### src/rtl/guess_pkg.sv
// Purpose: shared types, constants and BCD helpers for the guessing-game round controller.
// Latency: n/a (types, constants and pure functions only).
// Backpressure: n/a.
package guess_pkg;

  typedef enum logic [2:0] {
    IDLE = 3'd0,
    LOAD = 3'd1,
    PLAY = 3'd2,
    WIN  = 3'd3,
    LOSE = 3'd4
  } state_t;

  localparam logic [7:0] BCD_ZERO  = 8'h00;
  localparam logic [7:0] BCD_MAX   = 8'h99;

  // Fibonacci LFSR: taps 8,6,5,4 map to bit indices 7,5,4,3
  localparam logic [7:0] LFSR_SEED = 8'h01;
  localparam logic [7:0] LFSR_TAPS = 8'b1011_1000;
  localparam logic [7:0] LFSR_ALT  = 8'h5A;

  // Two-digit BCD decrement; callers never pass 00
  function automatic logic [7:0] bcd_dec(input logic [7:0] v);
    if (v[3:0] == 4'd0) return {v[7:4] - 4'd1, 4'd9};
    else                return {v[7:4], v[3:0] - 4'd1};
  endfunction

  // Two-digit BCD increment that sticks at 99
  function automatic logic [7:0] bcd_inc_sat(input logic [7:0] v);
    if (v == BCD_MAX)            return v;
    else if (v[3:0] == 4'd9)     return {v[7:4] + 4'd1, 4'd0};
    else                         return {v[7:4], v[3:0] + 4'd1};
  endfunction

endpackage

### src/rtl/guess_round_ctrl_btn_edge.sv
// Purpose: two-flop synchronizer plus falling-edge detector for an active-low button.
// Latency: one-cycle press pulse registered 3 clk edges after the pin falls.
// Backpressure: none; a held button yields exactly one pulse.
module btn_edge (
  input  logic clk,
  input  logic rst,
  input  logic btn_n,
  output logic press
);

  logic sync1, sync2, sync3;

  // Synchronize the pin, keep one stage of history, register the falling-edge pulse
  always_ff @(posedge clk) begin
    if (rst) begin
      sync1 <= 1'b0;
      sync2 <= 1'b0;
      sync3 <= 1'b0;
      press <= 1'b0;
    end else begin
      sync1 <= btn_n;
      sync2 <= sync1;
      sync3 <= sync2;
      press <= sync3 & ~sync2;
    end
  end

endmodule

### src/rtl/guess_round_ctrl.sv
// Purpose: round sequencer (countdown, guess compare, hints, win/lose, counters); GUESS_LFSR_EN selects a random secret.
// Latency: button pin to result 4 clk, start pin to playing 5 clk, tick to time_bcd 1 clk.
// Backpressure: none; presses outside their valid states are dropped.
module guess_round_ctrl
  import guess_pkg::*;
#(
  parameter logic [7:0] TIME_INIT = 8'h60,
  parameter int          MAX_TRIES = 8,
  parameter logic [7:0] SECRET    = 8'hB5
) (
  input  logic       clk,
  input  logic       rst,
  input  logic       tick,
  input  logic       start_n,
  input  logic       submit_n,
  input  logic [7:0] guess,
  output logic [7:0] time_bcd,
  output logic       hint_hi,
  output logic       hint_lo,
  output logic       win,
  output logic       lose,
  output logic [3:0] tries,
  output logic [7:0] wins_bcd,
  output logic       playing
);

  localparam logic [3:0] TRIES_LIM = 4'(MAX_TRIES);

  state_t     state, state_nxt;
  logic [7:0] time_nxt, wins_nxt, secret, secret_nxt, load_val;
  logic [3:0] tries_nxt;
  logic       hint_hi_nxt, hint_lo_nxt, win_nxt, lose_nxt;
  logic       start_p, submit_p;

  btn_edge u_start  (.clk(clk), .rst(rst), .btn_n(start_n),  .press(start_p));
  btn_edge u_submit (.clk(clk), .rst(rst), .btn_n(submit_n), .press(submit_p));

`ifdef GUESS_LFSR_EN
  logic [7:0] lfsr;

  // Free-running LFSR; its value at LOAD becomes the secret
  always_ff @(posedge clk) begin
    if (rst) lfsr <= LFSR_SEED;
    else     lfsr <= {lfsr[6:0], ^(lfsr & LFSR_TAPS)};
  end

  // Avoid handing out a secret that the switches already show
  assign load_val = (lfsr == guess) ? (lfsr ^ LFSR_ALT) : lfsr;
`else
  assign load_val = SECRET;
`endif

  // State and all registered outputs
  always_ff @(posedge clk) begin
    if (rst) begin
      state    <= IDLE;
      time_bcd <= TIME_INIT;
      tries    <= 4'd0;
      wins_bcd <= BCD_ZERO;
      hint_hi  <= 1'b0;
      hint_lo  <= 1'b0;
      win      <= 1'b0;
      lose     <= 1'b0;
      playing  <= 1'b0;
      secret   <= SECRET;
    end else begin
      state    <= state_nxt;
      time_bcd <= time_nxt;
      tries    <= tries_nxt;
      wins_bcd <= wins_nxt;
      hint_hi  <= hint_hi_nxt;
      hint_lo  <= hint_lo_nxt;
      win      <= win_nxt;
      lose     <= lose_nxt;
      playing  <= (state_nxt == PLAY);
      secret   <= secret_nxt;
    end
  end

  // Next-state and datapath: submit is resolved before the tick in the same cycle
  always_comb begin
    state_nxt   = state;
    time_nxt    = time_bcd;
    tries_nxt   = tries;
    wins_nxt    = wins_bcd;
    hint_hi_nxt = hint_hi;
    hint_lo_nxt = hint_lo;
    win_nxt     = win;
    lose_nxt    = lose;
    secret_nxt  = secret;
    case (state)
      IDLE, WIN, LOSE: begin
        if (start_p) state_nxt = LOAD;
      end
      LOAD: begin
        time_nxt    = TIME_INIT;
        tries_nxt   = 4'd0;
        hint_hi_nxt = 1'b0;
        hint_lo_nxt = 1'b0;
        win_nxt     = 1'b0;
        lose_nxt    = 1'b0;
        secret_nxt  = load_val;
        state_nxt   = PLAY;
      end
      PLAY: begin
        if (submit_p && guess == secret) begin
          tries_nxt   = tries + 4'd1;
          hint_hi_nxt = 1'b0;
          hint_lo_nxt = 1'b0;
          win_nxt     = 1'b1;
          wins_nxt    = bcd_inc_sat(wins_bcd);
          state_nxt   = WIN;
        end else begin
          if (submit_p) begin
            tries_nxt   = tries + 4'd1;
            hint_hi_nxt = (guess > secret);
            hint_lo_nxt = (guess < secret);
            if (tries_nxt == TRIES_LIM) begin
              lose_nxt  = 1'b1;
              state_nxt = LOSE;
            end
          end
          if (tick) begin
            time_nxt = bcd_dec(time_bcd);
            if (time_nxt == BCD_ZERO) begin
              lose_nxt  = 1'b1;
              state_nxt = LOSE;
            end
          end
        end
      end
      default: state_nxt = IDLE;
    endcase
  end

endmodule

### config.mk
export PLATFORM = sky130hd
export DESIGN_NAME = guess_round_ctrl
export DESIGN_NICKNAME = d
export VERILOG_FILES = /design/src/rtl/guess_pkg.sv /design/src/rtl/guess_round_ctrl_btn_edge.sv /design/src/rtl/guess_round_ctrl.sv
export SDC_FILE = /design/constraint.sdc
export NUM_CORES = 1
export LEC_CHECK = 0
export BUFFER_PORTS_ARGS = -buffer_cell sky130_fd_sc_hd__clkbuf_2
export CAP_MARGIN = 20
export CORE_ASPECT_RATIO = 2
export CORE_MARGIN = 2
export CORE_UTILIZATION = 40
export DETAILED_ROUTE_END_ITERATION = 10
export REMOVE_ABC_BUFFERS = 1
export SLEW_MARGIN = 10
export SYNTH_ARGS = -nofsm -noshare
export SYNTH_HDL_FRONTEND = slang
export SYNTH_SLANG_ARGS = --single-unit
### constraint.sdc
create_clock -name clk -period 1.9 [get_ports clk]
set_input_delay 0.095 -clock clk [delete_from_list [all_inputs] [get_ports clk]]
set_output_delay 0.095 -clock clk [all_outputs]
set_load 0.01 [all_outputs]
======== Yosys cells after proc, flatten, opt, wreduce, memory -nomap -nowiden ========
Cells that the tools add are included.
word-level totals
  input port bits ......................... 13
  output and inout port bits .............. 25
  logic and storage cells ................. 87
  register bits after elaboration ......... 36
cells by class
  bitwise logic cells ..................... 5
  equal/unequal tests ..................... 13
  magnitude comparators ................... 2
  reduce and logical (&&, ||, !) cells .... 12
  add/subtract/negate cells ............... 5
  mux-type cells .......................... 32
operator list
  kind                   count
  $mux W8                6
  $mux W3                6
  $eq A8 B8 Y1 const B   2
  $pmux W8 S2            1
  $add A4 B1 Y4 const B  3
  $mux W4                3
  $mux W1                10
  $eq A3 B2 Y1 const B   3
  $pmux W3 S3            1
  $eq A4 B4 Y1 const B   2
  $gt A8 B8 Y1 const B   1
  $logic_not A8 Y1       1
  $lt A8 B8 Y1 const B   1
  $pmux W1 S2            4
  $pmux W4 S2            1
  $sub A4 B1 Y4 const B  2
  $ne A2 B2 Y1 const B   3
  $reduce_and A2 Y1      3
  $reduce_and A3 Y1      2
  $logic_not A4 Y1       1
  $reduce_and A4 Y1      1
  $eq A3 B1 Y1 const B   1
  $eq A3 B3 Y1 const B   1
  $logic_not A3 Y1       1
  other kinds (6)        9

======== Depth between registers and ports, before layout ========
  depth after elaboration ................. 11
  gate-level depth with buffers ........... 6
  gate-level depth less buffers ........... 6

======== Hierarchy ========
Synthesis repeated with hierarchy kept, for this count alone.
second synthesis, totals
  cell total of the unflattened synthesis .. 194
  area total of the unflattened synthesis .. 1785.5 µm²
modules (own cells, without submodules)
  module            instances  cells each  area an instance (µm²)
  guess_round_ctrl  1          178         1562.7
  btn_edge          2          8           111.4

======== Worst setup path before layout ========
OpenSTA, ideal clock, no wires.
  path kind ............................... register -> register
  from .................................... reg time_bcd[2]
  to ...................................... reg time_bcd[7]
  setup slack ............................. -0.009 ns
  stages on the path, launching flop included .. 5
  setup time .............................. 0.073 ns
  arrival time ............................ 1.836 ns
  data required time ...................... 1.827 ns
  cell sequence ........................... dfxtp_1 > or4_4 > or4_1 > or4_1 > o211ai_2
on the way
  longest elaborated chain between the ends .. 8
ends and longest elaborated chain
  what                    RTL line                 RTL
  from (decl)             guess_round_ctrl.sv:17   output logic [7:0] time_bcd,
  from (signal assigned)  guess_round_ctrl.sv:68   time_bcd <= time_nxt;
  $logic_not A4 Y1        guess_pkg.sv:24          if (v[3:0] == 4'd0) return {v[7:4] - 4'd1, 4'd9};
  $mux W8                 guess_pkg.sv:24
  $mux W8                 guess_round_ctrl.sv:123  if (tick) begin
  $mux W8                 guess_round_ctrl.sv:106  if (submit_p && guess == secret) begin
  $mux W8                 guess_round_ctrl.sv:91   case (state)
  $mux W8                 guess_round_ctrl.sv:123
  $mux W8                 guess_round_ctrl.sv:106
  $pmux W8 S2             guess_round_ctrl.sv:91
No other way between the ends. The select of a mux whose other input is x is not followed.
A chain may end at the register's enable or synchronous reset.

======== Final worst setup path ========
Same ends and word-level chain as after synthesis.

==> metrics.md <==
| Metric | Value |
|---|---|
| Status | finished clean |
| Hold path depth | 2 |
| Leak | 0.892 nW |
| Area grow syn2layout | 25.2% |
| CP max FO | 2 |
| Starting Density | 41.1% |
| Critical Path Max Stage Delay | 530 ps |
| Slew Viols, Final | 0 |
| Die X | 51.2 µm |
| Largest net degree at the start of global routing | 17 |
| Startpoint types | register |
| GRT Overall Usage | 20.4% |
| CP Capture Type | register |
| Sequential share of the synthesized area | 40.4% |
| Hold Crit Class | in2reg |
| CTS tree | yes |
| Placed cell count | 305 |
| Final setup viols | 0 |
| Synthesized instance count | 208 |
| Diode count | 0 |
| Via Count | 1,779 |
| Avg WL per Cell | 15.3 µm |
| Core Rows | 34 |
| Placer Congestion | 0.874 |
| Distinct cells, synth | 51 |
| Mean Syn Cell Area | 8.58 µm² |
| Layout Nets | 275 |
| Worst setup margin | 52.9 ps |
| Max VDD drop | 0.000383 V |
| DPL Wire Length | 3570 µm |
| Fraction of registers with async set/reset | 0% |
| Pre-CTS setup slack | 79.8 ps |
| Setup TNS | 0 ps |
| Root buffer cell | clkbuf_8 |
| Number of synthesized flops with an enable pin | 0 |
| Number of global-route vias before repair | 1,729 |
| 1st-iter DRT viols | 43 |
| Most common cell after layout, fill and taps aside | clkbuf_2 |
| Post-Syn Area | 1780 µm² |
| Crit path time final | 1850 ps |
| Core ar. | 4340 µm² |
| Antenna violations before repair | 0 |
| Crit-path slowest cell | or4_4 |
| Antenna viol nets, final | 0 |
| PwrDens | 677 nW/µm² |
| Port Buffers | 37 |
| Max_cap viols | 0 |
| Slew at the pin closest to its max-slew limit | 502 ps |
| CP Data Arrival Time | 2070 ps |
| Setup Skew | 9.24 ps |
| Longest Clk Path Bufs | 2 |
| Congestion Overflow GR | 0 |
| Worst rel slew slack | 66.1% |
| Post-route DRC | 0 |
| Achievable Freq | 541 MHz |
| Non-filler cells, final | 313 |
| Setup repair bufs after CTS | 0 |
| Commonest non-fill, non-tap cells in the layout | clkbuf_2, dfxtp_1, a21oi_1 |
| CTS H-tree depth | 2 |
| I/O pins | 38 |
| Vias per inst | 5.68 |
| DIE AREA | 5040 µm² |
| Cell Chain, Critical Path | or4_4 -> or4_4 -> or4_4 -> o211ai_2 |
| Total power draw | 1.51 mW |
| Worst Path Required | 2130 ps |
| Critical path type | reg2reg |
| Register bit total from synthesis | 36 |
| Part of the cycle the worst path needs | 97.2% |
| Layout cells sized above 1 | 29.0% |
| Total wire length | 4780 µm |
| Global-route wire length before repair | 7870 µm |
| Drt first pass iters | 4 |
| Unrepaired setup endpoints after global routing | false |
| CTS Buf Count | 5 |
| R2R cell count | 4 |
| Chip height | 98.5 µm |
| Primary FF master, synth | dfxtp_1 |
| Yosys warnings | 0 |
| Clk Latency, worst-skew pair | 290 ps |
| Clock-pin slew on the worst setup and hold paths | 80 ps |
| Worst path most repeated cell | or4_4 |
| Fin. Hold Viols | 0 |
| Sink Count | 36 |
## timing repair
action | 4_1_cts | 5_1_grt
hold buffers | 0 | 0
resized for setup | 0 | 5
setup endpoints to repair | 0 | 6
hold endpoints to repair | 0 | 0
## routing by layer
layer	wire length, µm	part of all wire [%]	global-route usage, %
met1	1860	39	21.8
met2	2580	54	35.9
met3	179	3.7	3.33
met4	163	3.4	12.6
met5	0	0	0
## power breakdown
part | total, mW | internal [mW] | leakage (nW) | switching (mW)
logic | 0.0659 | 0.0290 | 0.547 | 0.0369
registers | 0.764 | 0.761 | 0.292 | 0.00340
clock network | 0.683 | 0.388 | 0.0541 | 0.295
## cell type report
class,count,area (µm²)
fillers,463,2100
multi-input cells,156,1010
flip-flops and latches,36,722
repair buffers,53,305
clock buffers,5,68.8
well taps,54,67.6
clock inverters,3,42.5
inverters,6,22.5
## cells by family (layout without fill, tap and decap cells)
| logic type | Yosys count | after routing | share of synthesized area (%) |
|---|---|---|---|
| compound gates | 57 | 57 | 20.9 |
| xor+xnor | 1 | 1 | 0.491 |
| fa+ha+maj | 4 | 4 | 2.81 |
| simple gates | 93 | 93 | 30.8 |
| flops | 36 | 36 | 40.4 |
| buf+inv | 16 | 67 | 4.00 |
| mux | 1 | 1 | 0.631 |
## worst max-delay path, delay by kind of cell, from the launching register on
family	cells	cell delay (ps)
flip-flops	1	310
AND/OR/NAND/NOR	3	1390
AO/OA/AOI/OAI	1	80
## cells in the mapped netlist, drive strengths merged (3+ instances only)
cell | count | area [µm²]
inv | 6 | 22.5
a21oi | 20 | 100
dfxtp | 36 | 721
nand2b | 3 | 18.8
nand3 | 8 | 40.0
o21ai | 10 | 50.1
ha | 4 | 50.1
clkbuf | 8 | 30.0
or3 | 3 | 18.8
o211ai | 3 | 27.5
nand4 | 5 | 31.3
nand2 | 14 | 52.6
a31oi | 4 | 25.0
nor2 | 16 | 60.1
nor3b | 6 | 45.0
nor3 | 6 | 30.0
nor2b | 8 | 50.1
nand3b | 5 | 37.5
or4 | 4 | 33.8
## worst paths after layout
check                                    start        endpoint  slack [ps]
worst max-delay path               time_bcd[2]     time_bcd[7]          50
worst max register to register     time_bcd[2]     time_bcd[7]          50
worst min-delay path                  submit_n  u_submit.sync1          10
worst min register to register  u_submit.sync2  u_submit.press         410
## through the flow
| step | area (µm²) | hold slack (ps) | util, % |
|---|---|---|---|
| floorplan | 1740 | 164 | - |
| global placement | 2110 | 304 | 48.6 |
| detailed placement | 2110 | 314 | 48.6 |
| CTS | 2220 | 14.1 | 51.2 |
| global route | 2230 | 38.6 | 51.5 |
| finish | 2230 | 13.3 | 51.5 |
## registers in the layout, indices dropped and copies added, names as in the netlist
name            count
time_bcd            8
u_start.sync2       1
win                 1
hint_hi             1
u_start.sync3       1
tries               4
u_submit.sync3      1
u_start.sync1       1
lose                1
u_submit.press      1
u_submit.sync2      1
wins_bcd            8
u_submit.sync1      1
state               3
hint_lo             1
playing             1
u_start.press       1
Note: power is estimated with default switching activity, not from simulation.
